<file path="config.mk">
export PLATFORM = sky130hd
export DESIGN_NAME = beep_arbiter
export DESIGN_NICKNAME = d
export VERILOG_FILES = /design/src/rtl/beep_arbiter.sv
export SDC_FILE = /design/constraint.sdc
export NUM_CORES = 1
export LEC_CHECK = 0
export CORE_MARGIN = 2
export CORE_UTILIZATION = 50
export DETAILED_ROUTE_END_ITERATION = 10
export GPL_ROUTABILITY_DRIVEN = 0
export PLACE_DENSITY = 0.73
export SLEW_MARGIN = 20
export SYNTH_ARGS = -nofsm -noshare
export SYNTH_HDL_FRONTEND = slang
export SYNTH_SLANG_ARGS = --single-unit
export TNS_END_PERCENT = 1
</file>
<file path="constraint.sdc">
create_clock -name clk -period 2.8 [get_ports clk]
set_clock_uncertainty 0.05 [all_clocks]
set_input_delay 0.42 -clock clk [delete_from_list [all_inputs] [get_ports clk]]
set_output_delay 0.42 -clock clk [all_outputs]
set_load 0.02 [all_outputs]
</file>
<file path="src/rtl/beep_arbiter.sv">
// beep_arbiter
//   Shares one buzzer among NREQ event sources. Requester i plays i+1 beeps
//   at a tone half-period of TONE_HALF*(i+1) cycles. Request edges are latched
//   into pending bits and served one full pattern at a time. The lowest
//   index wins, and a pattern in progress is never preempted.
// Ports:
//   clk       system clock
//   rst_n     asynchronous active-low reset
//   req       request lines, rising-edge sensitive
//   beep_pin  buzzer drive, square wave while sounding
//   busy      high whenever the FSM is not IDLE
//   grant     one-hot requester being served, 0 in IDLE
//   done      one-cycle pulse on the last cycle of the post-pattern gap
module beep_arbiter #(
  parameter int unsigned NREQ      = 4,
  parameter int unsigned ON_CYC    = 12500000,
  parameter int unsigned OFF_CYC   = 12500000,
  parameter int unsigned GAP_CYC   = 25000000,
  parameter int unsigned TONE_HALF = 40000
) (
  input  logic            clk,
  input  logic            rst_n,
  input  logic [NREQ-1:0] req,
  output logic            beep_pin,
  output logic            busy,
  output logic [NREQ-1:0] grant,
  output logic            done
);

  localparam int unsigned MAX_OG = (ON_CYC > OFF_CYC) ? ON_CYC : OFF_CYC;
  localparam int unsigned MAX_D  = (MAX_OG > GAP_CYC) ? MAX_OG : GAP_CYC;
  localparam int unsigned DUR_W  = $clog2(MAX_D + 1);
  localparam int unsigned TONE_W = $clog2(TONE_HALF * NREQ + 1);
  localparam int unsigned BEEP_W = $clog2(NREQ + 1);

  localparam logic [DUR_W-1:0] ON_LAST  = DUR_W'(ON_CYC - 1);
  localparam logic [DUR_W-1:0] OFF_LAST = DUR_W'(OFF_CYC - 1);
  localparam logic [DUR_W-1:0] GAP_LAST = DUR_W'(GAP_CYC - 1);
  // done is registered, so it is raised one cycle ahead of the last GAP cycle.
  localparam logic [DUR_W-1:0] GAP_PRE  = DUR_W'((GAP_CYC > 1) ? GAP_CYC - 2 : 0);
  localparam logic             GAP_ONE  = (GAP_CYC == 1);

  typedef enum logic [1:0] {IDLE, ON, OFF, GAP} state_t;

  state_t            state;
  logic [NREQ-1:0]   req_d;
  logic [NREQ-1:0]   pending;
  logic [DUR_W-1:0]  dur_cnt;
  logic [TONE_W-1:0] tone_cnt;
  logic [TONE_W-1:0] half;
  logic [BEEP_W-1:0] beeps_left;

  logic [NREQ-1:0]   req_edge;
  logic [NREQ-1:0]   sel_onehot;
  logic [NREQ-1:0]   clr_mask;
  logic [TONE_W-1:0] sel_half;
  logic [BEEP_W-1:0] sel_beeps;
  logic              sel_valid;

  assign req_edge = req & ~req_d;
  assign busy     = (state != IDLE);

  // Lowest set pending index wins.
  always_comb begin
    sel_onehot = '0;
    sel_half   = '0;
    sel_beeps  = '0;
    sel_valid  = 1'b0;
    for (int unsigned i = 0; i < NREQ; i++) begin
      if (pending[i] && !sel_valid) begin
        sel_valid     = 1'b1;
        sel_onehot[i] = 1'b1;
        sel_half      = TONE_W'(TONE_HALF * (i + 1));
        sel_beeps     = BEEP_W'(i + 1);
      end
    end
  end

  assign clr_mask = (state == IDLE) ? sel_onehot : '0;

  always_ff @(posedge clk or negedge rst_n) begin
    if (!rst_n) begin
      state      <= IDLE;
      req_d      <= '0;
      pending    <= '0;
      dur_cnt    <= '0;
      tone_cnt   <= '0;
      half       <= '0;
      beeps_left <= '0;
      beep_pin   <= 1'b0;
      grant      <= '0;
      done       <= 1'b0;
    end else begin
      req_d <= req;
      // Clear the granted bit before merging new edges, so an edge on the
      // index granted this very cycle is kept for a replay.
      pending <= (pending & ~clr_mask) | req_edge;
      done    <= 1'b0;
      case (state)
        IDLE: begin
          if (sel_valid) begin
            state      <= ON;
            grant      <= sel_onehot;
            beeps_left <= sel_beeps;
            half       <= sel_half;
            dur_cnt    <= '0;
            tone_cnt   <= '0;
            beep_pin   <= 1'b0;
          end
        end
        ON: begin
          if (dur_cnt == ON_LAST) begin
            dur_cnt    <= '0;
            tone_cnt   <= '0;
            beep_pin   <= 1'b0;
            beeps_left <= beeps_left - 1'b1;
            if (beeps_left > BEEP_W'(1)) begin
              state <= OFF;
            end else begin
              state <= GAP;
              done  <= GAP_ONE;
            end
          end else begin
            dur_cnt <= dur_cnt + 1'b1;
            if (tone_cnt == half - 1'b1) begin
              beep_pin <= ~beep_pin;
              tone_cnt <= '0;
            end else begin
              tone_cnt <= tone_cnt + 1'b1;
            end
          end
        end
        OFF: begin
          if (dur_cnt == OFF_LAST) begin
            state    <= ON;
            dur_cnt  <= '0;
            tone_cnt <= '0;
          end else begin
            dur_cnt <= dur_cnt + 1'b1;
          end
        end
        GAP: begin
          if (dur_cnt == GAP_LAST) begin
            state   <= IDLE;
            grant   <= '0;
            dur_cnt <= '0;
          end else begin
            dur_cnt <= dur_cnt + 1'b1;
            done    <= !GAP_ONE && (dur_cnt == GAP_PRE);
          end
        end
        default: state <= IDLE;
      endcase
    end
  end

endmodule

</file>
# [Word level (Yosys, flattened, before mapping)]
# Index checks and enable logic that the tools add are counted.
[word_totals] word_cells=94 latchBits=0 memories=0 mem_bits_ro=0 regBits=80 input_bits=6 mem_bits_rw=0 output_inout_bits=7
[op_classes] n_div=0 n_addsub=4 eq_ne=12 bitwise_logic=6 n_mul=0 order_cmp=1 reduce_logical=18 shifts=0 mux=43
[ops] operator="two-way mux 18 bit" count=6
[ops] operator="two-way mux 25 bit" count=3
[ops] operator="case mux 25 bit (3 select lines)" count=1
[ops] operator="case mux 18 bit (3 select lines)" count=1
[ops] operator="equality test 25 bit, second input constant" count=2
[ops] operator="adder 25 x 1 -> 25 bit, second input constant" count=1
[ops] operator="equality test 25 x 24 -> 1 bit, second input constant" count=1
[ops] operator="adder 18 x 1 -> 18 bit, second input constant" count=1
[ops] operator="equality test 18 bit" count=1
[ops] operator="subtractor 18 x 1 -> 18 bit, second input constant" count=1
[ops] operator="two-way mux 17 bit" count=1
[ops] operator="two-way mux 16 bit" count=1
[ops] operator="two-way mux 1 bit" count=14
[ops] operator="two-way mux 3 bit" count=4
[ops] operator="two-way mux 4 bit" count=3
[ops] operator="AND reduction 3 bit" count=4
[ops] operator="two-way mux 2 bit" count=5
[ops] operator="AND 4 bit" count=2
[ops] operator="!= test 2 bit, second input constant" count=4
[ops] operator="NOT 4 bit" count=2
[ops] operator="case mux 2 bit (4 select lines)" count=1
[ops] operator="case mux 4 bit (2 select lines)" count=1
[ops] operator="case mux 3 bit (2 select lines)" count=1
[ops] operator="nonzero test 2 bit" count=3
[ops] operator="15 further kinds" count=20

# [Longest topological paths before layout]
# Gate-level depths: netlist of the first run.
[logic_depth] word_depth=14 mapped_depth=11 ltp_nobuf=9

# [Worst setup path before layout of the first run]
# Ideal clock, no wire load.
[synth_path] path_type="flip-flop to flip-flop" startpoint="register dur_cnt[5]" endpoint="register tone_cnt[4]" arrival_ns=2.739 slack_ns=-0.058 setup_ns=0.069 path_stages_with_launch=9 cell_sequence="dfrtp_1 > or4b_1 > or3_1 > or4_1 > buf_2 > a211o_1 > buf_6 > or4_1 > nand3_1"
[synth_between] elab_chain_len=3 elab_cells_between_ends=5
[synth_lines] element="start, declared" line_no="48" source="logic [DUR_W-1:0] dur_cnt;"
[synth_lines] element="start signal, assigned" line_no="124" source="dur_cnt <= dur_cnt + 1'b1;"
[synth_lines] element="start signal, assigned" line_no="139" source="dur_cnt <= dur_cnt + 1'b1;"
[synth_lines] element="start signal, assigned" line_no="148" source="dur_cnt <= dur_cnt + 1'b1;"
[synth_lines] element="equality test 25 x 24 -> 1 bit (*)" line_no="112, 134"
[synth_lines] element="two-way mux 18 bit / != test 2 bit (equally long branches)"
[synth_lines] element="case mux 18 bit (3 select lines) / AND reduction 3 bit (equally long branches)"
[synth_lines] element="end signal, assigned" line_no="129" source="tone_cnt <= tone_cnt + 1'b1;"
[synth_lines] element="end, declared" line_no="49" source="logic [TONE_W-1:0] tone_cnt;"
# Mark *: on every way between the ends. The rest lies on a longest branch, timed or not.
# A chain may end at the register's enable or synchronous reset.

# [Worst setup path in the final report of the first run]
[layout_path] startpoint="register dur_cnt[5]" endpoint="register tone_cnt[8]"
# Same word-level chain as after synthesis.

==> results of run 1 <==
metrics by stage:
step	area (sq um)	power, mW	instances	setup WS, ps	TNS (ps)
CTS	4648	1.963	584	52.78	0
floorplan	4043	1.020	447	-58.30	-175.7
detailed placement	4427	1.051	569	69.67	0
global placement	4427	1.050	569	115.4	0
finish	4728	1.945	585	99.91	0
global route	4728	2.016	585	-29.01	-32.98
cell type report:
cell class | count | area share (%)
Clock inverter | 5 | 1.773
Inverter | 26 | 2.064
Timing Repair Buffer | 42 | 7.568
Tap cell | 102 | 2.699
Multi-Input combinational cell | 331 | 46.47
Sequential cell | 69 | 36.52
Clock buffer | 10 | 2.911
flip-flops by register name, summed over array words and instances, names as in the netlist:
signal      flops
state           2
pending         4
grant           4
dur_cnt        25
req_d           4
half            7
beep_pin        1
tone_cnt       18
beeps_left      3
done            1
cell usage in the layout (no fill, tap or decap), types with 3 or more instances in the layout:
cell             count
nand2b_1             5
a22o_1               7
mux2_2               3
inv_1               25
or2_2                3
nor2_1              38
o21ai_1              5
or4_1                4
nand3_1             23
o22ai_1              4
clkbuf_8            10
a21o_1               3
nor4_1               7
a21oi_1             11
o31ai_1              5
and3_1              11
dfrtp_1             69
nand4_1             14
o211ai_1             4
xor2_1              13
a31oi_1              6
o21ai_0             27
or3_1               10
ha_1                11
and2_1               3
mux2i_1              4
xnor2_1              9
a22oi_1              8
nor2b_1              4
buf_4               26
o211a_1              3
and4_1               3
clkdlybuf4s50_1     11
nand2_1             31
a211oi_1             4
nor3_1              11
synth_stat cells, drive strengths merged (3+ instances only):
master  count
nor4        9
ha         11
and3       11
mux2i       4
a22oi       9
or3        10
nand2      31
or4         5
nand4      14
dfrtp      69
a21oi      11
nand2b      5
a22o        7
nor2       39
clkbuf     17
xor2       13
buf         4
a21o        3
nor2b       4
and2        3
o21ai      32
nand3      24
a211oi      5
inv        25
nor3       11
o211a       3
and4        3
or2         3
o31ai       8
mux2        3
a31oi       6
xnor2       9
o211ai      4
o22ai       4
cells by family after synthesis:
kind of cell / after synthesis / share of synthesized area [%]
muxes: 7 / 1.826
and+or+nand+nor: 180 / 23.31
buffers and inverters: 47 / 4.611
xor gates and xnor gates: 23 / 5.324
adders and majority gates: 11 / 3.404
AOI/OAI and AO/OA: 110 / 18.82
DFF: 69 / 42.71
power groups by stage:
stage	clock network, mW	logic, mW	registers (mW)
finish	0.915	0.0298	0.999
global route	0.981	0.0355	0.999
CTS	0.932	0.0317	0.999
detailed placement	0	0.0316	1.02
global placement	0	0.0309	1.02
floorplan	0	0.000918	1.02
per-layer routing:
| metal | GRT usage (%) | up-vias | wire length (um) |
|---|---|---|---|
| li1 | - | 1706 | - |
| met1 | 30.29 | 1787 | 4305 |
| met2 | 39.58 | 105 | 4695 |
| met3 | 4.013 | 21 | 464 |
| met4 | 9.783 | 0 | 236 |
| met5 | 0 | - | 0 |
path summary, 6_finish.rpt:
| kind | from | cells past startpoint | end | slack (ps) |
|---|---|---|---|---|
| worst min register to register | req_d[1]$_DFF_PN0_ | 1 | pending[1]$_DFF_PN0_ | 380 |
| worst max-delay path | dur_cnt[5]$_DFFE_PN0N_ | 8 | tone_cnt[8]$_DFFE_PN0P_ | 100 |
| min in group clk | req_d[1]$_DFF_PN0_ | 1 | pending[1]$_DFF_PN0_ | 380 |
| worst min-delay path | rst_n | 2 | half[14]$_DFFE_PN0P_ | 30 |
| worst max register to register | dur_cnt[5]$_DFFE_PN0N_ | 8 | tone_cnt[8]$_DFFE_PN0P_ | 100 |
| max in group asynchronous | rst_n | 2 | dur_cnt[22]$_DFFE_PN0N_ | 2360 |
==> results.sh, run 1 <==
export IMPL_first_pass_iters=4
export IMPL_holdWs_ps=33.45
export IMPL_max_freq_mhz=370.4
export IMPL_hold_viol=0
export IMPL_p_leak_nw=2.074
export IMPL_multi_input_area_sq_um=2197
export IMPL_die_height_um=93.92
export IMPL_syn2layout_area_growth_pct=16.96
export IMPL_start_util_pct=52.05
export IMPL_die_area_sq_um=8821
export IMPL_cts_tree="built"
export IMPL_layout_min_cycle_time_ps=2700
export IMPL_synth_area_sq_um=4043
export IMPL_cp_start_kind="flip-flop"
export IMPL_clkPwrFrac_pct=47.1
export IMPL_p_seq_share_pct=51.4
export IMPL_regArea_sq_um=1727
export IMPL_rows=32
export IMPL_drive_gt1_share_pct=14.08
export IMPL_grt_usage_pct=23.65
export IMPL_fillers=656
export IMPL_required_ps=3010
export IMPL_cts_buffers=9
export IMPL_cts_root_buf="clkbuf_8"
export IMPL_via_per_inst=6.186
export IMPL_synth_ff_type="dfrtp_1"
export IMPL_cp_buffers_inverters=2
export IMPL_num_antenna_cells=0
export IMPL_swShare_pct=21.27
export IMPL_postCtsSetupBuffers=0
export IMPL_clk_pin_slew_ps=80
export IMPL_vias=3619
export IMPL_syn_inst=447
export IMPL_synth_cell_types=62
export IMPL_crit_path_end_kind="flip-flop"
export IMPL_ir_worst_vdd_uv=322.1
export IMPL_die_w_um=93.92
export IMPL_grt_pass1_vias=3585
export IMPL_ys_warn_count=0
export IMPL_cp_max_fo=6
export IMPL_ioPinCount=13
export IMPL_yosys_area_top_type="dfrtp_1"
export IMPL_ys_seq_elements=69
export IMPL_p_switching_mw=0.4136
export IMPL_max_slew_margin_pct=49.90
export IMPL_syn_nets=464
export IMPL_dp_hpwl_um=6778
export IMPL_status="finished, final reports clean"
export IMPL_cap_violations=0
export IMPL_grt_antenna_before_repair=0
export IMPL_nets=496
export IMPL_drc=0
export IMPL_synth_area_leaders="dfrtp_1 43%, nor2_1 3.6%, ha_1 3.4%"
export IMPL_ctsLongestPathBuffers=2
export IMPL_ys_async_sr_fraction_pct=100.0
export IMPL_rsz0062_at_grt="true"
export IMPL_insertion_delay_ps=350
export IMPL_fin_crit_sh_pct=96.43
export IMPL_combPwrFrac_pct=1.5
export IMPL_clock_sinks=69
export IMPL_overflow=0
export IMPL_grt_pass1_wl_um=16510
export IMPL_yosysTopAreaCellShare_pct=42.71
export IMPL_synth_edff_count=0
export IMPL_critPathKind="reg2reg"
export IMPL_drt_iter0_drc=240
export IMPL_syn_area_per_cell_sq_um=9.044
export IMPL_slowest_stage="or4b_4"
export IMPL_hold_class="in2async"
export IMPL_slowest_delay_ps=520
export IMPL_path_cells="or4b_4 > or3_1 > or4_4 > buf_4 > a211oi_4 > nand3_2 > buf_6 > o31ai_4"
export IMPL_setup_violations=0
export IMPL_finalWirelength_um=9702
export IMPL_ys_seq_area_share_pct=42.71
export IMPL_crit_arrival_ps=2910
export IMPL_intPower_mw=1.531
export IMPL_wl_per_cell_um=16.58
export IMPL_drv_slew=0
export IMPL_worstMarginPinSlew_ps=744.6
export IMPL_cts_resized=0
export IMPL_core_sq_um=7767
export IMPL_grt_max_degree=70
export IMPL_final_core_util_pct=60.87
export IMPL_cts_hold_buf=0
export IMPL_port_buffers=12
export IMPL_final_antenna_net_count=0
export IMPL_power_per_cell_area_nw_per_um2=411.3
export IMPL_cp_top_family="simple AND/OR/NAND/NOR gates"
export IMPL_h_tree_depth=3
Note: power is estimated with default switching activity, not from simulation.
==> run 2, diff against run 1 <==
--- a/config.mk
+++ b/config.mk
@@ -5,6 +5,7 @@
 export SDC_FILE = /design/constraint.sdc
 export NUM_CORES = 1
 export LEC_CHECK = 0
+export CORE_ASPECT_RATIO = 0.75
 export CORE_MARGIN = 2
 export CORE_UTILIZATION = 50
 export DETAILED_ROUTE_END_ITERATION = 10
==> results.sh, run 2 (same netlist as run 1, synthesis figures left out) <==
export IMPL_status="finished with violations"
export IMPL_violations="setup timing"
export IMPL_drv_slew=0
export IMPL_clock_sinks=69
export IMPL_rsz0062_at_grt="true"
export IMPL_port_buffers=12
export IMPL_grt_pass1_vias=3352
export IMPL_critPathKind="reg2reg"
export IMPL_ir_worst_vdd_uv=167.7
export IMPL_holdWs_ps=125.1
export IMPL_h_tree_depth=3
export IMPL_syn2layout_area_growth_pct=17.15
export IMPL_fin_cells=595
export IMPL_start_util_pct=51.29
export IMPL_pre_cts_slack_ps=-47.90
export IMPL_die_w_um=107.8
export IMPL_largestRegisters="dur_cnt: 25 flops, tone_cnt: 18 flops, half: 7 flops"
export IMPL_die_height_um=81.87
export IMPL_cts_root_buf="clkbuf_8"
export IMPL_layout_min_cycle_time_ps=2808
export IMPL_dpl_cell_area_sq_um=4476
export IMPL_reg2reg_to="tone_cnt[16]$_DFFE_PN0P_"
export IMPL_final_common_cell="dfrtp_1"
export IMPL_max_freq_mhz=356.2
export IMPL_clk_pin_slew_ps=80
export IMPL_max_slew_margin_pct=43.36
export IMPL_worstMarginPinSlew_ps=849.6
export IMPL_largest_reg_flops=25
export IMPL_fillers=656
export IMPL_grt_antenna_before_repair=0
export IMPL_drt_iter0_drc=486
export IMPL_drc=0
export IMPL_vias=3687
export IMPL_cts_hold_buf=0
export IMPL_crit_path_end_kind="flip-flop"
export IMPL_core_sq_um=7883
export IMPL_fin_crit_sh_pct=100.3
export IMPL_crit_arrival_ps=2990
export IMPL_cap_violations=0
export IMPL_final_cell_mix="69 x dfrtp_1, 39 x nor2_1, 33 x buf_4"
export IMPL_overflow=0
export IMPL_r2r_cells=7
export IMPL_nets=502
export IMPL_rows=28
export IMPL_ctsLongestPathBuffers=2
export IMPL_stdcell_area_sq_um=4736
export IMPL_setup_ws_ps=-7.558
export IMPL_final_antenna_net_count=0
export IMPL_setup_violations=1
export IMPL_reg2reg_from="dur_cnt[14]$_DFFE_PN0N_"
export IMPL_ioPinCount=13
export IMPL_grt_max_degree=37
export IMPL_first_pass_iters=7
export IMPL_wl_per_cell_um=17.32
export IMPL_num_antenna_cells=0
export IMPL_top_register="dur_cnt"
export IMPL_insertion_delay_ps=350
export IMPL_via_per_inst=6.197
export IMPL_die_area_sq_um=8828
export IMPL_r2r_slack_ps=-8
export IMPL_cts_tree="built"
export IMPL_dp_cells=578
export IMPL_power_per_cell_area_nw_per_um2=373.2
export IMPL_grt_usage_pct=24.12
export IMPL_grt_pass1_wl_um=16580
export IMPL_required_ps=2980
export IMPL_power_mw=1.767
export IMPL_hold_class="in2async"
export IMPL_hold_viol=0
export IMPL_drive_gt1_share_pct=15.71
export IMPL_dp_hpwl_um=7328
export IMPL_finalWirelength_um=10310
export IMPL_p_leak_nw=2.076
export IMPL_cp_max_fo=7
export IMPL_cts_buffers=9
export IMPL_cp_start_kind="flip-flop"
-- run 2: cell count changes in the layout (fill, tap and decap cells not counted), moves of 2 or more --
cell / change
buf_4: +7
clkinv_2: +3
a22oi_1: -2
a22oi_2: +2
bufinv_16: -2
-- run 2: critical path, cell delays in order, from the launching register on --
cell and delay [ps]:
dfrtp_1 380, or4b_4 530, or3_4 330, or4_4 530, a211o_4 400, buf_4 170
a22oi_1 190, o21ai_1 100
-- run 2: worst max path at each step --
stage	depth (start not counted)	start	end	slack [ps]
2_1_floorplan	8	dur_cnt[5]$_DFFE_PN0N_	tone_cnt[4]$_DFFE_PN0P_	-60
3_3_place_gp	6	dur_cnt[5]$_DFFE_PN0N_	tone_cnt[4]$_DFFE_PN0P_	20
3_5_place_dp	6	dur_cnt[5]$_DFFE_PN0N_	tone_cnt[4]$_DFFE_PN0P_	-50
4_1_cts	6	dur_cnt[5]$_DFFE_PN0N_	tone_cnt[4]$_DFFE_PN0P_	8
5_1_grt	7	dur_cnt[5]$_DFFE_PN0N_	tone_cnt[14]$_DFFE_PN0P_	-40
6_report	7	dur_cnt[14]$_DFFE_PN0N_	tone_cnt[16]$_DFFE_PN0P_	-8
-- run 2: timing repair --
action,in CTS,in global routing
endpoints found under the hold margin,0,0
gates resized for setup,2,13
buffers inserted,0,1
pin swaps,1,11
endpoints found under the setup margin,3,20
-- run 2: layout make-up --
cell class	count	area (sq um)	area share [%]
multi-input cells	331	2198	46.42
flip-flops and latches	69	1727	36.46
repair buffers	48	405.4	8.560
clock buffers	10	137.6	2.906
well taps	105	131.4	2.774
inverters	26	97.59	2.061
clock inverters	6	38.79	0.8190
-- run 2: per-layer routing --
layer / track usage [%] / up-vias / share of wire [%]
li1: - / 1712 / -
met4: 8.462 / 0 / 1.4
met1: 33.90 / 1803 / 46
met2: 36.54 / 158 / 45
met5: 0 / - / 0
met3: 5.714 / 14 / 7.7
-- run 2: power by group --
group | total (mW) | internal, mW | switching, mW
logic | 0.0319 | 0.00952 | 0.0223
clock network | 0.736 | 0.342 | 0.394
registers | 0.999 | 0.999 | 0.000684
total | 1.77 | 1.35 | 0.417
-- run 2: through the flow --
step                utilization (%)  TNS [ps]
finish                        60.08    -7.558
global placement              56.78         0
floorplan                         -    -175.7
detailed placement            56.78    -80.19
CTS                           59.17         0
global route                  60.08    -378.1
==> run 3, diff against run 2 <==
--- a/config.mk
+++ b/config.mk
@@ -6,10 +6,11 @@
 export NUM_CORES = 1
 export LEC_CHECK = 0
 export CORE_ASPECT_RATIO = 0.75
-export CORE_MARGIN = 2
+export CORE_MARGIN = 5
 export CORE_UTILIZATION = 50
 export DETAILED_ROUTE_END_ITERATION = 10
 export GPL_ROUTABILITY_DRIVEN = 0
+export HOLD_SLACK_MARGIN = 0.12
 export PLACE_DENSITY = 0.73
 export SLEW_MARGIN = 20
 export SYNTH_ARGS = -nofsm -noshare
==> results.sh, run 3 (same netlist as run 1, synthesis figures left out) <==
export IMPL_critPathKind="reg2reg"
export IMPL_cp_start_kind="flip-flop"
export IMPL_pre_cts_slack_ps=-29.43
export IMPL_first_pass_iters=8
export IMPL_status="finished, final reports clean"
export IMPL_clk_pin_slew_ps=70
export IMPL_grt_pass1_wl_um=17290
export IMPL_holdWs_ps=380.6
export IMPL_grt_pass1_vias=3544
export IMPL_crit_path_start="dur_cnt[5]$_DFFE_PN0N_"
export IMPL_ctsLongestPathBuffers=2
export IMPL_max_slew_margin_pct=52.51
export IMPL_die_height_um=87.87
export IMPL_max_freq_mhz=364.9
export IMPL_dp_hpwl_um=7083
export IMPL_cp_top_family="simple AND/OR/NAND/NOR gates"
export IMPL_final_antenna_net_count=0
export IMPL_overflow=0
export IMPL_grt_usage_pct=21.70
export IMPL_critPathCapture="tone_cnt[8]$_DFFE_PN0P_"
export IMPL_die_area_sq_um=10000
export IMPL_cts_root_buf="clkbuf_8"
export IMPL_syn2layout_area_growth_pct=16.99
export IMPL_clock_sinks=69
export IMPL_power_per_cell_area_nw_per_um2=387.5
export IMPL_drv_slew=0
export IMPL_drive_gt1_share_pct=14.98
export IMPL_cts_buffers=9
export IMPL_ioPinCount=13
export IMPL_reg2reg_to="tone_cnt[8]$_DFFE_PN0P_"
export IMPL_slowest_delay_ps=540
export IMPL_largestRegisters="dur_cnt: 25 flops, tone_cnt: 18 flops, half: 7 flops"
export IMPL_num_antenna_cells=0
export IMPL_insertion_delay_ps=350
export IMPL_ir_worst_vdd_uv=275.3
export IMPL_start_util_pct=51.29
export IMPL_postCtsSetupBuffers=0
export IMPL_grt_max_degree=33
export IMPL_core_sq_um=7883
export IMPL_grt_antenna_before_repair=0
export IMPL_hold_viol=0
export IMPL_crit_path_end_kind="flip-flop"
export IMPL_port_buffers=12
export IMPL_cap_violations=0
export IMPL_reg2reg_from="dur_cnt[5]$_DFFE_PN0N_"
export IMPL_r2r_cells=8
export IMPL_final_common_cell="dfrtp_1"
export IMPL_power_mw=1.833
export IMPL_cts_tree="built"
export IMPL_setup_violations=0
export IMPL_nets=506
export IMPL_h_tree_depth=3
export IMPL_hold_class="reg2reg"
export IMPL_final_core_util_pct=60.00
export IMPL_fillers=646
export IMPL_finalWirelength_um=9857
export IMPL_vias=3681
export IMPL_slowest_stage="or4b_1"
export IMPL_drc=0
export IMPL_wl_per_cell_um=16.46
export IMPL_crit_arrival_ps=2950
export IMPL_die_w_um=113.8
export IMPL_p_leak_nw=2.100
export IMPL_drt_iter0_drc=496
export IMPL_required_ps=3010
export IMPL_worstMarginPinSlew_ps=712.4
export IMPL_layout_min_cycle_time_ps=2741
export IMPL_r2r_slack_ps=60
export IMPL_fin_crit_sh_pct=97.89
export IMPL_setup_ws_ps=59.20
export IMPL_rsz0062_at_grt="true"
export IMPL_via_per_inst=6.145
export IMPL_final_cell_mix="68 x dfrtp_1, 39 x buf_4, 38 x nor2_1"
export IMPL_cp_max_fo=5
export IMPL_cp_common_cell="buf_4"
export IMPL_path_cells="or4b_1 > or3_1 > or4_4 > buf_4 > a211oi_4 > nand3_1 > buf_4 > o31ai_2"
export IMPL_rows=28
export IMPL_finalSetupTns_ps=0
export IMPL_top_register="dur_cnt"
export IMPL_cp_buffers_inverters=2
export IMPL_largest_reg_flops=25
export IMPL_cp_depth=8
==> run 3: cell types whose count changed in the layout (fill, tap and decap cells not counted), sizes merged <==
cell / change
clkinvlp: -2
buf: +3
dlygate4sd3: +1
bufinv: +1
clkbuf: +1
==> run 3: worst min-delay path by stage <==
stage,cells after the start,from,endpoint,slack (ps)
floorplan,0,rst_n,beep_pin$_DFFE_PN0P_,70
global placement,1,rst_n,dur_cnt[20]$_DFFE_PN0N_,340
detailed placement,1,rst_n,dur_cnt[20]$_DFFE_PN0N_,330
CTS,1,req_d[3]$_DFF_PN0_,pending[3]$_DFF_PN0_,390
global route,1,req_d[3]$_DFF_PN0_,pending[3]$_DFF_PN0_,400
finish,1,req_d[3]$_DFF_PN0_,pending[3]$_DFF_PN0_,380
==> run 3: area by class of cell <==
type	instances	area, sq um	share of cell area (%)
clock buffer	11	141.4	2.989
clock inverter	5	50.05	1.058
inverter	26	97.59	2.063
multi-input combinational	331	2163	45.74
sequential	69	1728	36.53
tap	105	131.4	2.778
timing repair buffer	52	417.9	8.836
==> run 3: what timing repair did <==
item,4_1_cts,5_1_grt
pin swaps,0,3
endpoints found under the setup margin,2,25
endpoints found under the hold margin,19,0
cloned,0,0
resized for setup,2,6
hold buffers,1,0
==> run 3: power breakdown <==
group	total, mW	internal (mW)	switching [mW]
clock	0.802	0.430	0.373
combinational	0.0303	0.00851	0.0218
sequential	1.00	0.999	0.000926
==> run 3: stage by stage <==
step | area, sq um | std cells
finish | 4730 | 599
CTS | 4703 | 599
global placement | 4493 | 582
detailed placement | 4493 | 582
floorplan | 4043 | 447
global route | 4730 | 599
==> run 3: per-layer routing <==
metal | wire [um] | up-vias | global-route usage, %
met1 | 4737 | 1779 | 31.37
met4 | 178 | 0 | 7.983
met2 | 4156 | 156 | 31.64
li1 | - | 1726 | -
met5 | 0 | - | 0
met3 | 785 | 20 | 5.456
